[config.mk]
export PLATFORM = sky130hd
export DESIGN_NAME = hazard_ctrl
export DESIGN_NICKNAME = d
export VERILOG_FILES = /design/src/rtl/hazard_pkg.sv /design/src/rtl/hazard_ctrl_fwd_unit.sv /design/src/rtl/hazard_ctrl.sv
export SDC_FILE = /design/constraint.sdc
export NUM_CORES = 1
export LEC_CHECK = 0
export CORE_MARGIN = 3
export CORE_UTILIZATION = 47
export CTS_BUF_LIST = sky130_fd_sc_hd__clkbuf_8 sky130_fd_sc_hd__clkbuf_16
export CTS_CLUSTER_DIAMETER = 200
export CTS_CLUSTER_SIZE = 24
export DETAILED_ROUTE_END_ITERATION = 8
export PLACE_DENSITY = 0.81
export SLEW_MARGIN = 20
export SYNTH_ARGS = -nofsm -noshare
export SYNTH_HDL_FRONTEND = slang
export SYNTH_SLANG_ARGS = --single-unit
[constraint.sdc]
create_clock -name CLK -period 3 [get_ports CLK]
set_input_delay 0.6 -clock CLK [delete_from_list [all_inputs] [get_ports CLK]]
set_output_delay 0.6 -clock CLK [all_outputs]
set_load 0.03 [all_outputs]
[src/rtl/hazard_pkg.sv]
// Shared types for the five-stage pipeline hazard controller:
// forwarding select encodings and multi-cycle sequencer states.
package hazard_pkg;

  typedef enum logic [1:0] {
    FWD_RF = 2'b00,
    FWD_W  = 2'b01,
    FWD_M  = 2'b10
  } fwd_sel_t;

  typedef enum logic {
    IDLE  = 1'b0,
    MULTI = 1'b1
  } mc_state_t;

endpackage

[src/rtl/hazard_ctrl_fwd_unit.sv]
// Forwarding compare for a single Execute operand; the Memory-stage result
// wins over the Writeback-stage result when both match.
module fwd_unit
  import hazard_pkg::*;
(
  input  logic [3:0] ra,
  input  logic [3:0] wa3m,
  input  logic [3:0] wa3w,
  input  logic       regwritem,
  input  logic       regwritew,
  output logic [1:0] fwd
);

  // operand source select, Memory first
  always_comb begin
    fwd = FWD_RF;
    if (regwritem && (wa3m == ra)) begin
      fwd = FWD_M;
    end else if (regwritew && (wa3w == ra)) begin
      fwd = FWD_W;
    end else begin
      fwd = FWD_RF;
    end
  end

endmodule

[src/rtl/hazard_ctrl.sv]
// Pipeline hazard controller: forwarding selects, stall/flush strobes,
// multi-cycle Execute sequencing and saturating stall/flush event counters.
module hazard_ctrl
  import hazard_pkg::*;
#(
  parameter int MC_LATENCY = 4,
  parameter int CNT_W      = 32
) (
  input  logic             CLK,
  input  logic             RESET,
  input  logic [3:0]       RA1D,
  input  logic [3:0]       RA2D,
  input  logic [3:0]       RA1E,
  input  logic [3:0]       RA2E,
  input  logic [3:0]       WA3E,
  input  logic [3:0]       WA3M,
  input  logic [3:0]       WA3W,
  input  logic             RegWriteE,
  input  logic             RegWriteM,
  input  logic             RegWriteW,
  input  logic             MemtoRegE,
  input  logic             BranchTakenE,
  input  logic             MultiCycleE,
  input  logic             MemReqM,
  input  logic             MemReadyM,
  output logic [1:0]       ForwardAE,
  output logic [1:0]       ForwardBE,
  output logic             StallF,
  output logic             StallD,
  output logic             StallE,
  output logic             StallM,
  output logic             FlushD,
  output logic             FlushE,
  output logic             FlushM,
  output logic             FlushW,
  output logic [CNT_W-1:0] StallCycles,
  output logic [CNT_W-1:0] FlushEvents
);

  localparam int                CNT_BITS = (MC_LATENCY > 2) ? $clog2(MC_LATENCY) : 1;
  localparam logic [CNT_BITS-1:0] MC_LOAD = CNT_BITS'(MC_LATENCY - 2);
  localparam logic [CNT_W-1:0]  CNT_MAX  = {CNT_W{1'b1}};

  mc_state_t           state_r;
  mc_state_t           state_nxt_s;
  logic [CNT_BITS-1:0] cnt_r;
  logic [CNT_BITS-1:0] cnt_nxt_s;
  logic                mc_stall_s;
  logic                mem_stall_s;
  logic                ld_stall_s;
  logic [CNT_W-1:0]    stall_cycles_r;
  logic [CNT_W-1:0]    flush_events_r;

  fwd_unit u_fwd_a (
    .ra        (RA1E),
    .wa3m      (WA3M),
    .wa3w      (WA3W),
    .regwritem (RegWriteM),
    .regwritew (RegWriteW),
    .fwd       (ForwardAE)
  );

  fwd_unit u_fwd_b (
    .ra        (RA2E),
    .wa3m      (WA3M),
    .wa3w      (WA3W),
    .regwritem (RegWriteM),
    .regwritew (RegWriteW),
    .fwd       (ForwardBE)
  );

  assign mem_stall_s = MemReqM & ~MemReadyM;
  assign ld_stall_s  = MemtoRegE & RegWriteE & ((WA3E == RA1D) | (WA3E == RA2D));

  // multi-cycle sequencer: next state, down-counter and McStall; frozen under MemStall
  always_comb begin
    state_nxt_s = state_r;
    cnt_nxt_s   = cnt_r;
    mc_stall_s  = 1'b0;
    case (state_r)
      IDLE: begin
        if (MultiCycleE && !mem_stall_s) begin
          mc_stall_s  = 1'b1;
          state_nxt_s = MULTI;
          cnt_nxt_s   = MC_LOAD;
        end else begin
          mc_stall_s  = 1'b0;
        end
      end
      MULTI: begin
        if (cnt_r != {CNT_BITS{1'b0}}) begin
          mc_stall_s = 1'b1;
          if (!mem_stall_s) begin
            cnt_nxt_s = cnt_r - CNT_BITS'(1);
          end else begin
            cnt_nxt_s = cnt_r;
          end
        end else begin
          // release cycle: MultiCycleE is not sampled here
          mc_stall_s = 1'b0;
          if (!mem_stall_s) begin
            state_nxt_s = IDLE;
          end else begin
            state_nxt_s = state_r;
          end
        end
      end
      default: begin
        state_nxt_s = IDLE;
        cnt_nxt_s   = {CNT_BITS{1'b0}};
        mc_stall_s  = 1'b0;
      end
    endcase
  end

  // sequencer state and down-counter registers
  always_ff @(posedge CLK or posedge RESET) begin
    if (RESET) begin
      state_r <= IDLE;
      cnt_r   <= {CNT_BITS{1'b0}};
    end else begin
      state_r <= state_nxt_s;
      cnt_r   <= cnt_nxt_s;
    end
  end

  // a taken branch overrides a load-use stall so the target fetch proceeds
  assign StallF = mem_stall_s | mc_stall_s | (ld_stall_s & ~BranchTakenE);
  assign StallD = StallF;
  assign StallE = mem_stall_s | mc_stall_s;
  assign StallM = mem_stall_s;
  assign FlushW = mem_stall_s;
  assign FlushM = mc_stall_s & ~mem_stall_s;
  assign FlushE = ~mem_stall_s & (ld_stall_s | BranchTakenE);
  assign FlushD = ~mem_stall_s & BranchTakenE;

  // saturating stall-cycle and branch-flush event counters
  always_ff @(posedge CLK or posedge RESET) begin
    if (RESET) begin
      stall_cycles_r <= {CNT_W{1'b0}};
      flush_events_r <= {CNT_W{1'b0}};
    end else begin
      if (StallF && (stall_cycles_r != CNT_MAX)) begin
        stall_cycles_r <= stall_cycles_r + CNT_W'(1);
      end else begin
        stall_cycles_r <= stall_cycles_r;
      end
      if (FlushD && (flush_events_r != CNT_MAX)) begin
        flush_events_r <= flush_events_r + CNT_W'(1);
      end else begin
        flush_events_r <= flush_events_r;
      end
    end
  end

  assign StallCycles = stall_cycles_r;
  assign FlushEvents = flush_events_r;

endmodule

**Word level (Yosys, flattened, before mapping)**

Cells that the tools add are included.

- Register bits: 67
- Input bits: 38
- Output and inout port bits: 76
- Word-level logic and storage cells: 57

- $add $sub $neg: 3
- Equal/unequal tests: 11
- Muxes and demuxes: 14
- Bitwise operators: 15
- Reductions and logical operators: 10

Operators by type and width:

| cell | number |
|---|---|
| 32-bit by 1-bit adder with 32-bit output (second input constant) | 2 |
| 32-bit != test (second input constant) | 2 |
| 4-bit == test | 6 |
| 2-bit 2-to-1 mux | 5 |
| 1-bit bitwise AND | 7 |
| 1-bit logical AND | 7 |
| 1-bit 2-to-1 mux | 6 |
| 2-bit != test (second input constant) | 2 |
| 1-bit NOT | 4 |
| 1-bit bitwise OR | 4 |
| 1-bit one-hot mux with 2 select lines | 2 |
| 2-bit one-hot mux with 2 select lines | 1 |
| 3-bit AND reduction | 1 |
| 2-bit by 1-bit != test with 1-bit output (second input constant) | 1 |
| 2-bit nonzero test | 1 |
| 2-bit by 1-bit subtractor with 2-bit output (second input constant) | 1 |
| 1-bit logical NOT | 1 |

**Longest topological paths before layout**

- Depth after elaboration: 9
- Mapped depth: 9
- Depth with buffers taken out: 8

**Cells and area by module**

A second synthesis with hierarchy kept.

- Cell total of the unflattened synthesis: 371
- Area total of the unflattened synthesis: 3699.8 um2

By module, submodules not included:

| module | instances | cells each | area an instance (um2) |
|---|---|---|---|
| hazard_ctrl | 1 | 339 | 3469.6 |
| fwd_unit | 2 | 16 | 115.1 |

**Worst setup path after synthesis**

Ideal clock, no wire load.

- Path kind: input to output
- From: input port WA3M[2]
- To: output port ForwardAE[0]
- Arrival time: 2.219 ns
- Data required time: 2.400 ns
- Slack: 0.181 ns
- Stages on the path: 3
- Buffers on the path: 0
- Cell sequence: xor2_1 -> nor4_1 -> nor2_1

- Word-level cells in the longest chain between the ends: 3

Ends and longest elaborated chain:

| what | RTL line | source |
|---|---|---|
| start, declared | hazard_ctrl.sv:16 | `input logic [3:0] WA3M,` |
| 4-bit == test | hazard_ctrl_fwd_unit.sv:17 | `if (regwritem && (wa3m == ra)) begin` |
| 1-bit logical AND | hazard_ctrl_fwd_unit.sv:17 |  |
| 2-bit 2-to-1 mux | hazard_ctrl_fwd_unit.sv:17 |  |
| end, declared | hazard_ctrl.sv:26 | `output logic [1:0] ForwardAE,` |

Every way passes these cells.

**Final worst setup path**

- From: input port MemReadyM
- To: output port FlushM

- Word-level cells in the longest chain between the ends: 7
- Elaborated cells on any way between the ends: 8

Ends and longest elaborated chain:

| what | RTL line | source |
|---|---|---|
| start, declared | hazard_ctrl.sv:25 | `input logic MemReadyM,` |
| 1-bit NOT (*) | hazard_ctrl.sv:72 | `assign mem_stall_s = MemReqM & ~MemReadyM;` |
| 1-bit bitwise AND (*) | hazard_ctrl.sv:72 |  |
| 1-bit logical NOT | n/a |  |
| 1-bit logical AND | hazard_ctrl.sv:82 | `if (MultiCycleE && !mem_stall_s) begin` |
| 1-bit 2-to-1 mux | hazard_ctrl.sv:82 |  |
| 1-bit one-hot mux with 2 select lines | hazard_ctrl.sv:80 | `case (state_r)` |
| 1-bit bitwise AND (*) | hazard_ctrl.sv:133 | `assign FlushM = mc_stall_s & ~mem_stall_s;` |
| end, declared | hazard_ctrl.sv:34 | `output logic FlushM,` |

Mark *: on every way between the ends. The rest lies on a longest branch, timed or not.

==> report_table.html <==
<table>
<tr><th>Metric</th><th>Value</th></tr>
<tr><th colspan="2">Synthesis</th></tr>
<tr><td>Count of mapped cells out of synthesis</td><td>353</td></tr>
<tr><td>Async set-or-reset flop fraction in the synthesized netlist</td><td>100%</td></tr>
<tr><td>Fraction of the yosys area taken by sequential cells</td><td>between 40% and 50%</td></tr>
<tr><td>Area share of the largest cell type after synthesis</td><td>between 40 and 50%</td></tr>
<tr><td>Post-synth design cell area</td><td>about 3700 µm²</td></tr>
<tr><td>EDFF count, synth</td><td>0</td></tr>
<tr><td>Top_reg_cell synth</td><td>dfrtp_1</td></tr>
<tr><td>Synth Register Bits</td><td>67</td></tr>
<tr><td>Unique masters post-synth</td><td>44</td></tr>
<tr><td>Net Count, Synth</td><td>slightly below 400</td></tr>
<tr><td>Average cell area after synthesis</td><td>10.4 µm²</td></tr>
<tr><td>Warnings from Yosys</td><td>0</td></tr>
<tr><td>Ranking of synthesized cells by area</td><td>dfrtp_1 (46%), xor2_1 (11%), xnor2_1 (9.6%)</td></tr>
<tr><td>Largest area contributor in the synthesized netlist</td><td>dfrtp_1</td></tr>
<tr><th colspan="2">STA</th></tr>
<tr><td>Fin. Hold Viols</td><td>0</td></tr>
<tr><td>FMAX</td><td>0.349 GHz</td></tr>
<tr><td>Maximum clock skew at final layout</td><td>0.00676 ns</td></tr>
<tr><td>RSZ-0062 raised after global routing</td><td>no</td></tr>
<tr><td>Number of slew-limit violations in the final report</td><td>0</td></tr>
<tr><td>Setup TNS</td><td>0 ns</td></tr>
<tr><td>Remaining max-slew budget at the tightest pin</td><td>55.3%</td></tr>
<tr><td>Worst-margin pin slew</td><td>0.670 ns</td></tr>
<tr><td>Post-layout minimum cycle time</td><td>2.86 ns</td></tr>
<tr><td>Minimum setup slack in the final design</td><td>0.136 ns</td></tr>
<tr><td>Period utilisation layout</td><td>between 90% and 100%</td></tr>
<tr><td>Final setup vio count</td><td>0</td></tr>
<tr><th colspan="2">Power</th></tr>
<tr><td>Logic gate share of total power</td><td>34.7%</td></tr>
<tr><td>NetSw</td><td>~0.0012 W</td></tr>
<tr><td>Internal power consumption</td><td>0.00210 W</td></tr>
<tr><td>Sequential cell fraction of total power</td><td>between 30 and 40%</td></tr>
<tr><td>Static power due to leakage</td><td>2.22 nW</td></tr>
<tr><td>Net switching fraction of the power</td><td>between 30% and 40%</td></tr>
<tr><td>Worst voltage drop across the vdd grid</td><td>between 0.4 and 0.5 mV</td></tr>
<tr><td>Relative contribution of the clock network to total power</td><td>between 20% and 30%</td></tr>
<tr><td>P per Cell Area</td><td>627 nW/µm²</td></tr>
<tr><th colspan="2">Clocking</th></tr>
<tr><td>Total of hold buffers inserted after clock tree synthesis</td><td>0</td></tr>
<tr><td>Setup repair bufs after CTS</td><td>0</td></tr>
<tr><td>Clock-pin slew of the registers on the worst-case setup and hold paths</td><td>0.07 ns</td></tr>
<tr><td>Root cell of the clock tree</td><td>clkbuf_8</td></tr>
<tr><td>Post-cts resize count</td><td>3</td></tr>
<tr><td>Source-to-sink clock delay at the later pin of the worst-skew pair</td><td>0.34 ns</td></tr>
<tr><td>Largest buffer count on any clock path</td><td>2</td></tr>
<tr><td>TritonCTS Sinks</td><td>67</td></tr>
<tr><td>Depth of the CTS H-tree</td><td>3</td></tr>
<tr><td>TritonCTS buffer count</td><td>9</td></tr>
<tr><td>TritonCTS clock tree</td><td>done</td></tr>
<tr><th colspan="2">Min path</th></tr>
<tr><td>Startpoint of the tightest hold check path</td><td>StallCycles[31]</td></tr>
<tr><td>WHS Path Cells</td><td>1</td></tr>
<tr><td>Hold WC Path Type</td><td>reg2reg</td></tr>
<tr><td>Hold EP</td><td>StallCycles[31]</td></tr>
<tr><th colspan="2">Cells and area</th></tr>
<tr><td>Signed area change from the synthesized netlist to the final layout</td><td>42.1%</td></tr>
<tr><td>Final #Nets</td><td>520</td></tr>
<tr><td>Share of cells above drive strength 1</td><td>a little under a tenth</td></tr>
<tr><td>Sequential cell area</td><td>1680 µm²</td></tr>
<tr><td>Area of the multi-input gates</td><td>1890 µm²</td></tr>
<tr><td>Filler instances</td><td>around 550</td></tr>
<tr><td>Number of antenna diodes</td><td>0</td></tr>
<tr><th colspan="2">Global routing</th></tr>
<tr><td>Maximum number of pins on one net before global-route repair</td><td>38</td></tr>
<tr><td>Via count of the first global-routing pass</td><td>between 3,000 and 4,000</td></tr>
<tr><td>Global-route wire length before repair</td><td>~15 mm</td></tr>
<tr><td>Tot GR Track Use</td><td>21.9%</td></tr>
<tr><td>Initial antenna violation count</td><td>0</td></tr>
<tr><td>Sum of overflow across all layers after global routing</td><td>0</td></tr>
<tr><th colspan="2">Critical path</th></tr>
<tr><td>Reg2Reg Depth</td><td>6</td></tr>
<tr><td>Peak per-stage delay on the critical path</td><td>0.69 ns</td></tr>
<tr><td>Register-to-register setup slack</td><td>0.50 ns</td></tr>
<tr><td>Logic depth of the worst path, buffers included</td><td>5</td></tr>
<tr><td>Critical Setup Path Class</td><td>in2out</td></tr>
<tr><td>Required time of the critical path</td><td>2.40 ns</td></tr>
<tr><td>Combined buffer and inverter count along the critical path</td><td>3</td></tr>
<tr><td>Worst Path Max Fanout</td><td>7</td></tr>
<tr><td>Beginning of the worst register-to-register path</td><td>StallCycles[17]</td></tr>
<tr><td>Slowest-stage cell, CP</td><td>clkdlybuf4s50_1</td></tr>
<tr><td>Kind of start point of the critical path</td><td>input pin</td></tr>
<tr><td>Type of destination of the critical path</td><td>output port</td></tr>
<tr><td>RR Endpoint</td><td>StallCycles[1]</td></tr>
<tr><td>Worst path arrival time</td><td>2.26 ns</td></tr>
<tr><td>List of cells traversed by the critical path</td><td>clkdlybuf4s50_1 &gt; nand2b_1 &gt; inv_1 &gt; a21oi_1 &gt; clkdlybuf4s50_1</td></tr>
<tr><td>Most common cell type on the critical path</td><td>clkdlybuf4s50_1</td></tr>
<tr><td>Largest delay share family, worst path</td><td>buffers and inverters</td></tr>
<tr><th colspan="2">Die</th></tr>
<tr><td>Die Area</td><td>around 8900 µm²</td></tr>
<tr><td>Horizontal extent of the die</td><td>94.3 µm</td></tr>
<tr><td>Row count</td><td>31</td></tr>
<tr><td>CORE AREA</td><td>7410 µm²</td></tr>
<tr><td>Initial Util</td><td>between 40% and 50%</td></tr>
<tr><td>Die Ht</td><td>about 94 µm</td></tr>
<tr><td>Count of boundary I/O pins</td><td>114</td></tr>
<tr><th colspan="2">Detailed routing</th></tr>
<tr><td>Number of vias per cell after detailed routing</td><td>5.36</td></tr>
<tr><td>Number of remaining DRC errors</td><td>0</td></tr>
<tr><td>Routed WL per cell</td><td>15.8 µm</td></tr>
<tr><td>Iteration-0 DRC count of the detailed router</td><td>102</td></tr>
<tr><td>Total via count after detailed routing</td><td>3,123</td></tr>
<tr><td>First drt pass iteration count</td><td>5</td></tr>
<tr><td>Drt total wl</td><td>around 9.2 mm</td></tr>
<tr><td>Final ANT Viol Nets</td><td>0</td></tr>
<tr><th colspan="2">Status</th></tr>
<tr><td>Outcome</td><td>finished, final reports clean</td></tr>
<tr><th colspan="2">Place</th></tr>
<tr><td>Worst slack, placed</td><td>-0.0739 ns</td></tr>
<tr><td>Detailed placer's ending HPWL</td><td>6.85 mm</td></tr>
<tr><td>Last weighted congestion value of the routability-driven placer</td><td>0.843</td></tr>
<tr><td>Count of input and output buffers</td><td>113</td></tr>
<tr><th colspan="2">Job</th></tr>
<tr><td>Reported max-cap violation count</td><td>0</td></tr>
</table>
-- sequential cells by signal, indices dropped and copies added, names as in the netlist --
signal	count
state_r	1
cnt_r	2
FlushEvents	32
StallCycles	32
-- layer usage --
layer | wire length [µm] | GRT usage [%]
met5 | 0 | 0
met1 | 3850 | 26.6
met4 | 112 | 5.54
met3 | 491 | 5.69
met2 | 4770 | 38.5
-- through the flow --
step	instances	utilization, %	hold WS (ns)	power, W	area, µm²
2_1_floorplan	353	-	0.466	0.00187	3660
3_3_place_gp	567	66.7	0.483	0.00233	4940
3_5_place_dp	567	66.7	0.481	0.00236	4940
4_1_cts	583	70.1	0.502	0.00329	5190
5_1_grt	583	70.3	0.513	0.00343	5200
6_report	583	70.3	0.498	0.00326	5200
-- Yosys cell counts, drive strengths merged (5+ instances only) --
cell and n:
dfrtp 67, xor2 46, xnor2 40, nand2 29
nand3 26, nand4 22, nor2 18, nor3 14
nor4 12, and4 10, inv 10, and3 9
buf 7, and2 5
-- cells by family (layout without fill, tap and decap cells) --
family,count (synthesis),count (layout),share of synthesized area (%)
flip-flops,67,67,45.8
adder cells (fa/ha/maj),3,3,1.03
AO/OA/AOI/OAI,15,15,3.72
XOR/XNOR,86,86,20.6
AND/OR/NAND/NOR,160,160,25.5
multiplexers,2,2,0.615
buffers and inverters,20,151,2.84
-- how the worst max path moves through the flow --
stage	startpoint	end	slack [ns]
4_1_cts	WA3M[1]	ForwardBE[0]	0.02
3_3_place_gp	WA3M[2]	ForwardAE[1]	0.04
6_report	MemReadyM	FlushM	0.14
2_1_floorplan	WA3M[2]	ForwardAE[0]	0.18
3_5_place_dp	WA3M[1]	ForwardAE[1]	-0.07
5_1_grt	MemReadyM	FlushM	0.009
-- layout by cell type (no fill, tap or decap), types with 2 or more instances in the layout --
cell             instances
clkdlybuf4s50_1        106
dfrtp_1                 67
xor2_1                  46
xnor2_1                 40
nand2_1                 29
nand3_1                 26
nand4_1                 22
nor2_1                  18
buf_4                   13
nor3_1                  12
and4_1                  10
and3_1                   9
inv_1                    9
clkbuf_8                 9
nor4_1                   8
nand2b_1                 4
and2_1                   4
ha_1                     3
bufinv_16                3
nand3b_1                 2
mux2_2                   2
nor3_2                   2
nor4_4                   2
nor4b_1                  2
or4_1                    2
o21ai_0                  2
nor4_2                   2
a21oi_1                  2
a31oi_1                  2
inv_6                    2
dlymetal6s2s_1           2
dlygate4sd2_1            2
-- power by group through the flow --
| stage | Combinational [W] | Clock [W] | Sequential, W |
|---|---|---|---|
| global route | 0.00122 | 0.000976 | 0.00123 |
| CTS | 0.00114 | 0.000940 | 0.00121 |
| detailed placement | 0.00113 | 0 | 0.00122 |
| finish | 0.00113 | 0.000920 | 0.00121 |
| floorplan | 0.000465 | 0 | 0.00140 |
| global placement | 0.00111 | 0 | 0.00122 |
-- cell type report --
cell class | instances | share of cell area [%]
multi-input cells | 266 | 36.4
flip-flops and latches | 67 | 32.2
repair buffers | 124 | 23.5
clock buffers | 9 | 2.38
clock inverters | 7 | 2.38
well taps | 99 | 2.38
inverters | 11 | 0.793
No activity file was read; power rests on OpenSTA's default activity.
